<file path="src/rtl/rv523_muldiv_seq_if.sv">
// ---------------------------------------------------------------------------
// rv523_muldiv_seq_if
//   Request/response bundle between the execute stage and the iterative
//   RV32M multiply/divide unit.
//   Request  : req_valid, req_ready, req_op (funct3), req_a (rs1), req_b (rs2)
//   Response : resp_valid, resp_ready, resp_data
//   master = issuing pipeline side, slave = muldiv unit.
// ---------------------------------------------------------------------------
interface rv523_muldiv_seq_if #(
    parameter int XLEN = 32
) ();
    logic            req_valid;
    logic            req_ready;
    logic [2:0]      req_op;
    logic [XLEN-1:0] req_a;
    logic [XLEN-1:0] req_b;
    logic            resp_valid;
    logic            resp_ready;
    logic [XLEN-1:0] resp_data;

    modport master (
        output req_valid, req_op, req_a, req_b, resp_ready,
        input  req_ready, resp_valid, resp_data
    );

    modport slave (
        input  req_valid, req_op, req_a, req_b, resp_ready,
        output req_ready, resp_valid, resp_data
    );
endinterface

</file>
<file path="src/rtl/rv523_muldiv_seq.sv">
// ---------------------------------------------------------------------------
// rv523_muldiv_seq
//   Iterative RV32M multiply/divide, one bit per cycle on a shared
//   XLEN+1 bit adder. Shift-add multiply, restoring divide.
//   Ports:
//     i_clk    system clock, rising edge
//     i_nrst   synchronous active-low reset
//     i_kill   pipeline flush, abandons any operation in flight
//     if_bus   request/response handshake (slave side)
//     o_busy   unit not idle
//
//   state  | meaning
//   -------+-------------------------------------------------------------
//   IDLE   | waiting for a request; req_ready high
//   CALC   | one multiply/divide step per cycle, XLEN steps
//   FIX    | apply result sign, select output, register resp_data
//   DONE   | resp_valid held until resp_ready
// ---------------------------------------------------------------------------
module rv523_muldiv_seq #(
    parameter int XLEN = 32
) (
    input  logic                    i_clk,
    input  logic                    i_nrst,
    input  logic                    i_kill,
    rv523_muldiv_seq_if.slave       if_bus,
    output logic                    o_busy
);
    localparam int CW = $clog2(XLEN) + 1;

    typedef enum logic [1:0] {S_IDLE, S_CALC, S_FIX, S_DONE} state_t;

    state_t            r_state;
    logic [2:0]        r_op;
    logic              r_sa;
    logic              r_sb;
    logic              r_dz;
    logic [XLEN-1:0]   r_m;
    logic [2*XLEN-1:0] r_p;
    logic [CW-1:0]     r_cnt;
    logic              r_resp_valid;
    logic [XLEN-1:0]   r_resp_data;
    logic              r_busy;

    logic              w_req_ready;
    logic              w_accept;
    logic              w_a_signed;
    logic              w_b_signed;
    logic              w_sa_in;
    logic              w_sb_in;
    logic [XLEN-1:0]   w_a_mag;
    logic [XLEN-1:0]   w_b_mag;
    logic              w_div;
    logic [XLEN-1:0]   w_p_hi;
    logic [XLEN:0]     w_add_lhs;
    logic [XLEN:0]     w_add_rhs;
    logic [XLEN:0]     w_add_sum;
    logic [2*XLEN-1:0] w_step;
    logic [2*XLEN-1:0] w_prod;
    logic [XLEN-1:0]   w_quo;
    logic [XLEN-1:0]   w_rem_src;
    logic [XLEN-1:0]   w_fix_data;

    assign w_req_ready = (r_state == S_IDLE) && !i_kill && i_nrst;
    assign w_accept    = if_bus.req_valid && w_req_ready;

    // Signed operands are latched as magnitudes; the most-negative value
    // negates to itself, which reads correctly as unsigned 2^(XLEN-1).
    assign w_a_signed = (if_bus.req_op == 3'd1) || (if_bus.req_op == 3'd2) ||
                        (if_bus.req_op == 3'd4) || (if_bus.req_op == 3'd6);
    assign w_b_signed = (if_bus.req_op == 3'd1) || (if_bus.req_op == 3'd4) ||
                        (if_bus.req_op == 3'd6);
    assign w_sa_in    = w_a_signed && if_bus.req_a[XLEN-1];
    assign w_sb_in    = w_b_signed && if_bus.req_b[XLEN-1];
    assign w_a_mag    = w_sa_in ? (~if_bus.req_a + XLEN'(1)) : if_bus.req_a;
    assign w_b_mag    = w_sb_in ? (~if_bus.req_b + XLEN'(1)) : if_bus.req_b;

    // Shared adder: multiply adds the multiplicand into the high half;
    // divide subtracts the divisor from the shifted partial remainder.
    assign w_div     = r_op[2];
    assign w_p_hi    = r_p[2*XLEN-1:XLEN];
    assign w_add_lhs = w_div ? {w_p_hi, r_p[XLEN-1]} : {1'b0, w_p_hi};
    assign w_add_rhs = w_div ? ~{1'b0, r_m} : {1'b0, r_m};
    assign w_add_sum = w_add_lhs + w_add_rhs + {{XLEN{1'b0}}, w_div};

    // Partial remainder stays below the divisor, so the sign bit of the
    // XLEN+1 bit difference is a reliable "does not fit" flag.
    always_comb begin
        w_step = r_p;
        if (w_div) begin
            if (w_add_sum[XLEN])
                w_step = {w_add_lhs[XLEN-1:0], r_p[XLEN-2:0], 1'b0};
            else
                w_step = {w_add_sum[XLEN-1:0], r_p[XLEN-2:0], 1'b1};
        end else begin
            if (r_p[0])
                w_step = {w_add_sum, r_p[XLEN-1:1]};
            else
                w_step = {1'b0, w_p_hi, r_p[XLEN-1:1]};
        end
    end

    // On a zero divisor the dividend magnitude is still in the low half.
    assign w_prod    = (r_sa ^ r_sb) ? (~r_p + (2*XLEN)'(1)) : r_p;
    assign w_quo     = (r_sa ^ r_sb) ? (~r_p[XLEN-1:0] + XLEN'(1)) : r_p[XLEN-1:0];
    assign w_rem_src = r_dz ? r_p[XLEN-1:0] : w_p_hi;

    always_comb begin
        w_fix_data = '0;
        case (r_op)
            3'd0:                   w_fix_data = r_p[XLEN-1:0];
            3'd1, 3'd2, 3'd3:       w_fix_data = w_prod[2*XLEN-1:XLEN];
            3'd4, 3'd5:             w_fix_data = r_dz ? '1 : w_quo;
            default:                w_fix_data = r_sa ? (~w_rem_src + XLEN'(1)) : w_rem_src;
        endcase
    end

    always_ff @(posedge i_clk) begin
        if (!i_nrst) begin
            r_state      <= S_IDLE;
            r_op         <= '0;
            r_sa         <= 1'b0;
            r_sb         <= 1'b0;
            r_dz         <= 1'b0;
            r_m          <= '0;
            r_p          <= '0;
            r_cnt        <= '0;
            r_resp_valid <= 1'b0;
            r_resp_data  <= '0;
            r_busy       <= 1'b0;
        end else if (i_kill) begin
            r_state      <= S_IDLE;
            r_cnt        <= '0;
            r_resp_valid <= 1'b0;
            r_busy       <= 1'b0;
        end else begin
            case (r_state)
                S_IDLE: begin
                    if (w_accept) begin
                        r_op    <= if_bus.req_op;
                        r_sa    <= w_sa_in;
                        r_sb    <= w_sb_in;
                        r_dz    <= if_bus.req_op[2] && (if_bus.req_b == '0);
                        r_m     <= w_b_mag;
                        r_p     <= {{XLEN{1'b0}}, w_a_mag};
                        r_cnt   <= CW'(XLEN);
                        r_busy  <= 1'b1;
                        r_state <= (if_bus.req_op[2] && (if_bus.req_b == '0)) ? S_FIX : S_CALC;
                    end
                end
                S_CALC: begin
                    r_p   <= w_step;
                    r_cnt <= r_cnt - CW'(1);
                    if (r_cnt == CW'(1))
                        r_state <= S_FIX;
                end
                S_FIX: begin
                    r_resp_data  <= w_fix_data;
                    r_resp_valid <= 1'b1;
                    r_state      <= S_DONE;
                end
                S_DONE: begin
                    if (if_bus.resp_ready) begin
                        r_resp_valid <= 1'b0;
                        r_busy       <= 1'b0;
                        r_state      <= S_IDLE;
                    end
                end
                default: r_state <= S_IDLE;
            endcase
        end
    end

    assign if_bus.req_ready  = w_req_ready;
    assign if_bus.resp_valid = r_resp_valid;
    assign if_bus.resp_data  = r_resp_data;
    assign o_busy            = r_busy;

endmodule

</file>
<file path="src/flat_wrapper.sv">
// flat-port wrapper written by rule: the top's interface ports become plain ports
module rv523_muldiv_seq_flat 
#(
    parameter int XLEN = 32
)
  (i_clk, i_nrst, i_kill, o_busy, if_bus_req_valid, if_bus_req_op, if_bus_req_a, if_bus_req_b, if_bus_resp_ready, if_bus_req_ready, if_bus_resp_valid, if_bus_resp_data);
  rv523_muldiv_seq_if #(.XLEN(XLEN)) if_bus_i ();
  input  logic i_clk;
  input  logic i_nrst;
  input  logic i_kill;
  output logic o_busy;
  input wire logic [$bits(if_bus_i.req_valid)-1:0] if_bus_req_valid;
  input wire logic [$bits(if_bus_i.req_op)-1:0] if_bus_req_op;
  input wire logic [$bits(if_bus_i.req_a)-1:0] if_bus_req_a;
  input wire logic [$bits(if_bus_i.req_b)-1:0] if_bus_req_b;
  input wire logic [$bits(if_bus_i.resp_ready)-1:0] if_bus_resp_ready;
  output wire logic [$bits(if_bus_i.req_ready)-1:0] if_bus_req_ready;
  output wire logic [$bits(if_bus_i.resp_valid)-1:0] if_bus_resp_valid;
  output wire logic [$bits(if_bus_i.resp_data)-1:0] if_bus_resp_data;
  assign if_bus_i.req_valid = if_bus_req_valid;
  assign if_bus_i.req_op = if_bus_req_op;
  assign if_bus_i.req_a = if_bus_req_a;
  assign if_bus_i.req_b = if_bus_req_b;
  assign if_bus_i.resp_ready = if_bus_resp_ready;
  assign if_bus_req_ready = if_bus_i.req_ready;
  assign if_bus_resp_valid = if_bus_i.resp_valid;
  assign if_bus_resp_data = if_bus_i.resp_data;
  rv523_muldiv_seq #(.XLEN(XLEN)) u_core (.i_clk(i_clk), .i_nrst(i_nrst), .i_kill(i_kill), .if_bus(if_bus_i), .o_busy(o_busy));
endmodule
</file>
<file path="config.mk">
export PLATFORM = sky130hd
export DESIGN_NAME = rv523_muldiv_seq_flat
export DESIGN_NICKNAME = d
export VERILOG_FILES = /design/src/rtl/rv523_muldiv_seq_if.sv /design/src/rtl/rv523_muldiv_seq.sv /design/src/flat_wrapper.sv
export SDC_FILE = /design/constraint.sdc
export NUM_CORES = 1
export LEC_CHECK = 0
export CORE_AREA = 2 2 166 168
export DETAILED_ROUTE_END_ITERATION = 7
export DIE_AREA = 0 0 168 170
export GPL_ROUTABILITY_DRIVEN = 0
export PLACE_DENSITY_LB_ADDON = 0.12
export SYNTH_ARGS = -nofsm -noshare
export SYNTH_HDL_FRONTEND = slang
export SYNTH_SLANG_ARGS = --single-unit
</file>
<file path="constraint.sdc">
create_clock -name i_clk -period 4.9 [get_ports i_clk]
set_input_delay 0.98 -clock i_clk [delete_from_list [all_inputs] [get_ports i_clk]]
set_output_delay 0.98 -clock i_clk [all_outputs]
set_load 0.01 [all_outputs]
</file>
# == After elaboration in Yosys (flattened, before gate mapping) ==
# Cells that the tools add are included.
# word_totals
regBits,144
in_bits,72
out_inout_bits,35
word_cells,98
# op_classes
n_addsub,8
eq_ne,16
n_mux,26
bitwise_logic,9
n_reduce_logical,28
# ops
operator,n
two-way mux 64 bit,5
two-way mux 32 bit,6
"adder 32 x 1 -> 32 bit, second input constant",4
inverter 32 bit,4
one-hot mux 64 bit (2 select lines),1
one-hot mux 32 bit (3 select lines),1
two-way mux 33 bit,2
"adder 64 x 1 -> 64 bit, second input constant",1
inverter 64 bit,1
adder 33 x 1 -> 33 bit,1
adder 33 bit,1
inverter 32 -> 33 bit,1
zero test 32 bit,1
"== test 3 bit, second input constant",4
one-hot mux 6 bit (2 select lines),1
AND reduction 3 bit,4
"== test 3 x 2 -> 1 bit, second input constant",3
two-way mux 2 bit,4
one-hot mux 2 bit (4 select lines),1
"== test 3 x 1 -> 1 bit, second input constant",2
"== test 6 x 1 -> 1 bit, second input constant",1
logical AND 1 bit,6
two-way mux 6 bit,1
AND reduction 2 bit,3
other kinds (16),28

# == Logic depth before layout (Yosys ltp) ==
# Gate-level depths: netlist of the first run.
# depth
ltp_word,8
ltp_mapped,19
depth_no_buf,12

# == Worst setup path after synthesis of the first run ==
# Ideal clock, no wire load.
# synth_timing
path_kind,register to register
startpoint,reg u_core.r_op[2]
endpoint,reg u_core.r_p[38]
arrival_time_ns,4.329
t_required_ns,4.775
path_slack_ns,0.446
stages_incl_launch_ff,19
cell_sequence,dfxtp_1 -> buf_2 -> clkbuf_1 -> clkbuf_1 -> buf_1 -> xor2_1 -> fa_1 -> a211oi_2 -> o21ai_2 -> o2111ai_2 -> a211oi_1 -> o21a_1 -> or3_1 -> buf_2 -> and2_1 -> buf_6 -> buf_4 -> a211oi_1 -> o21ai_0
# synth_via
elab_chain_cells,6
# synth_lines
element,line,rtl
from (decl),rv523_muldiv_seq.sv:33,logic [2:0] r_op;
from (signal assigned),rv523_muldiv_seq.sv:139,r_op <= if_bus.req_op;
"two-way mux 33 bit, on equally long branches","rv523_muldiv_seq.sv:81, rv523_muldiv_seq.sv:82",
adder 33 bit,rv523_muldiv_seq.sv:83,"assign w_add_sum = w_add_lhs + w_add_rhs + {{XLEN{1'b0}}, w_div};"
adder 33 x 1 -> 33 bit,rv523_muldiv_seq.sv:83,
"two-way mux 64 bit, on equally long branches","rv523_muldiv_seq.sv:95, rv523_muldiv_seq.sv:90",
two-way mux 64 bit (*),rv523_muldiv_seq.sv:89,if (w_div) begin
one-hot mux 64 bit (2 select lines) (*),rv523_muldiv_seq.sv:136,case (r_state)
to (signal assigned),rv523_muldiv_seq.sv:144,"r_p <= {{XLEN{1'b0}}, w_a_mag};"
to (signal assigned),rv523_muldiv_seq.sv:151,r_p <= w_step;
to (decl),rv523_muldiv_seq.sv:38,logic [2*XLEN-1:0] r_p;
# Every way passes the cells marked *; elsewhere a longest branch is shown, timed or not.
# A chain may end at the register's enable or synchronous reset.

# == Final worst setup path of the first run ==
# layout_timing
startpoint,reg u_core.r_op[2]
endpoint,reg u_core.r_p[44]
# The elaborated chain is that of the path after synthesis.

==> reports/results.txt, run 1 <==
status: completed
worst vdd ir: 0.2019 mV
setup_tns: 0 ps
die footprint: 28560 µm²
CP required: 5190 ps
H-tree Lvls: 4
CTS tree: yes
pin count of the biggest net entering global routing: 82
ys flop type: dfxtp_1
Worst Hold Class: reg2reg
Final nets: 2067
Synth top area share: 19.95%
power share of the sequential group: 37.6%
DP HPWL: 36.46 mm
Slew Viols, Final: 0
post-DR wirelength/cell: 21.11 µm
reg2reg setup slack: 310 ps
share of layout cells above drive strength 1: 8.698%
Setup CP Type: reg2reg
Layout area overhead: 11.77%
row cnt: 60
Synth cell types: 95
Post-Synth Adder-Cell Area: 3.688%
Post-Layout Inst Area: 16150 µm²
Clock Path Buffers: 2
final hold vios: 0
post-synthesis mux area share: 9.532%
CP max FO: 43
Die W: 168 µm
RSZ-0062 raised after global routing: no
root buffer cell: clkbuf_16
Switching Share: 34.50%
xor/xnor share of the synthesized area: 11.45%
Syn Inst Count: 1956
post-synthesis compound-gate area fraction: 27.10%
Placed Area: 15590 µm²
capturing element type of the critical path: register
skew final: 9.122 ps
IO buf count: 106
Total Routing Usage GR: 33.12%
area of the mapped netlist: 14450 µm²
Syn Nets: 2070
Critical Path AT: 4880 ps
fin crit share: 93.68%
drt pass-1 iters: 8
final antenna diode count: 0
clock tree sinks: 144
sequential share of the synthesized area: 19.95%
Pint: 0.002178 W
YS warnings: 0
Tmin final: 4590 ps
Critical Path Source Type: register
Post-CTS Setup Bufs: 0
setup violators final: 0
R2R Path End: u_core.r_p[44]
Starting DRT DRC Count: 1721
number of synthesized flops with an enable pin: 0
R2R Path Start: u_core.r_op[2]
hold path start: u_core.if_bus.resp_data[13]
leak pwr: 6.050 nW
Hold Path End: u_core.if_bus.resp_data[13]
Clk network pwr share: 39.1%
WHS: 444.6 ps
most common cell after layout, fill and taps aside: nand2_1
Clock Latency Late Sink: 440 ps
Starting Density: 54.23%
Max Freq: 0.2178 GHz
DRT antenna net count: 0
initial antenna violation count: 0
R2R cell count: 13
largest family of logic cells by synthesized area: compound AO/OA/AOI/OAI gates
global-route wire length before repair: 75.09 mm
Ports: 107
DRT Wirelength: 48.71 mm
total core area: 26650 µm²
Num CTS Buffers: 17
Vias: 14.96k
Tightest Pin Transition: 1099 ps
hold path depth: 2
Clock transition at path regs: 70 ps
vias in the first global route: 13.59k
Mapped Avg Cell Area: 7.388 µm²
switching pwr: 0.001147 W
most frequent cells in the layout: nand2_1, dfxtp_1, o21ai_0
Synth async-reset ratio: 0%
CTS resizes: 0
largest area contributor in the synthesized netlist: dfxtp_1
Synth Register Bits: 144
Chip Height: 170 µm
Critical Path Source: u_core.r_op[2]
max-cap viol count: 0
DR vias/cell: 6.482
Comb pwr share: 23.3%
ranking of synthesized cells by area: dfxtp_1, nand2_1, mux2i_1, xor2_1, xnor2_1
Filler cells: 2466
power density cells: 205.9 nW/µm²
grt ovf: 0
Synth Area in Simple Gates: 22.08%
number of hold buffers added after CTS: 0
Slew HR: 26.47%
drt drc: 0
-- stage by stage --
step,setup slack (ps),power (W),util [%],instances
finish,309.6,0.003326,60.61,2307
global route,28.06,0.003437,60.61,2307
floorplan,446.3,0.001763,-,1956
CTS,428.8,0.003311,60.61,2307
global placement,554.3,0.002018,58.48,2275
detailed placement,483.6,0.002028,58.48,2275
-- worst max path at each step --
stage / cells after the start / end
detailed placement: 13 / u_core.r_p[44]
global placement: 13 / u_core.r_p[40]
CTS: 13 / u_core.r_p[44]
floorplan: 18 / u_core.r_p[38]
global route: 13 / u_core.r_p[50]
finish: 13 / u_core.r_p[44]
-- layout make-up --
type	count	area [µm²]	area share, %
repair buffers	162	1476	9.140
clock buffers	19	442.9	2.742
multi-input cells	1599	10690	66.16
well taps	341	426.7	2.641
clock inverters	13	123.9	0.7668
flip-flops and latches	144	2888	17.88
inverters	29	108.9	0.6739
-- state kept, by name (all words and copies together), names as in the netlist --
register,flops
u_core.if_bus.resp_data,32
u_core.if_bus.resp_valid,1
u_core.o_busy,1
u_core.r_cnt,6
u_core.r_dz,1
u_core.r_m,32
u_core.r_op,3
u_core.r_p,64
u_core.r_sa,1
u_core.r_sb,1
u_core.r_state,2
-- Yosys cell counts (7+ instances only) --
master,n
ha_1,41
or3_1,14
or4_1,7
nor4_1,12
o21ai_0,141
o221ai_1,17
nand2b_1,16
mux2_2,37
xnor2_1,91
o21ai_1,9
dfxtp_1,144
inv_1,28
a211oi_1,17
nor2b_1,15
o211ai_1,40
nor3b_1,9
a32o_1,10
or2_2,7
a221oi_1,11
and2_1,19
nand4_1,18
clkbuf_1,139
nor3_1,62
buf_2,19
a22oi_1,10
a21boi_0,43
o211a_1,30
and3_1,9
a31oi_1,18
o31ai_1,31
nand3_1,36
nand2_1,259
a21oi_1,122
nor2_1,132
buf_6,9
o41ai_1,9
mux2i_1,96
xor2_1,98
buf_1,15
a21o_1,16
-- power by group through the flow --
stage | clock [W] | sequential [W] | combinational (W)
6_report | 0.00130 | 0.00125 | 0.000774
5_1_grt | 0.00135 | 0.00125 | 0.000833
4_1_cts | 0.00131 | 0.00125 | 0.000757
3_5_place_dp | 0 | 0.00127 | 0.000754
3_3_place_gp | 0 | 0.00127 | 0.000743
2_1_floorplan | 0 | 0.00124 | 0.000521
-- logic make-up (layout without fill, tap and decap cells) --
group | Yosys count | after routing
flops | 144 | 144
buf+inv | 213 | 223
fa+ha+maj | 42 | 42
mux | 133 | 133
compound gates | 581 | 581
xor+xnor | 189 | 189
simple gates | 654 | 654
-- critical path, cell delays in order, from the launching register on --
cell and delay [ps]:
dfxtp_4 680, buf_4 340, xor2_1 110, ha_1 400, a211oi_2 110, o21ai_2 260
o2111ai_2 200, a211oi_1 480, o21a_1 280, or3_1 160, and2_1 750, buf_4 320
mux2i_1 200, o221ai_1 130
-- routing by layer --
metal	vias to the layer above	wire (µm)	track usage [%]
met5	-	0	0
met4	0	2446	16.29
met3	173	4008	5.907
met2	767	22360	54.47
met1	6948	19900	41.93
li1	7067	-	-
No activity file was read; power rests on OpenSTA's default activity.
==> run 2, diff against run 1 <==
--- a/config.mk
+++ b/config.mk
@@ -5,6 +5,7 @@
 export SDC_FILE = /design/constraint.sdc
 export NUM_CORES = 1
 export LEC_CHECK = 0
+export ABC_CLOCK_PERIOD_IN_PS = 4900
 export CORE_AREA = 2 2 166 168
 export DETAILED_ROUTE_END_ITERATION = 7
 export DIE_AREA = 0 0 168 170
==> results of run 2 <==
No change in the layout: final DEF, timing and power equal those of run 1.
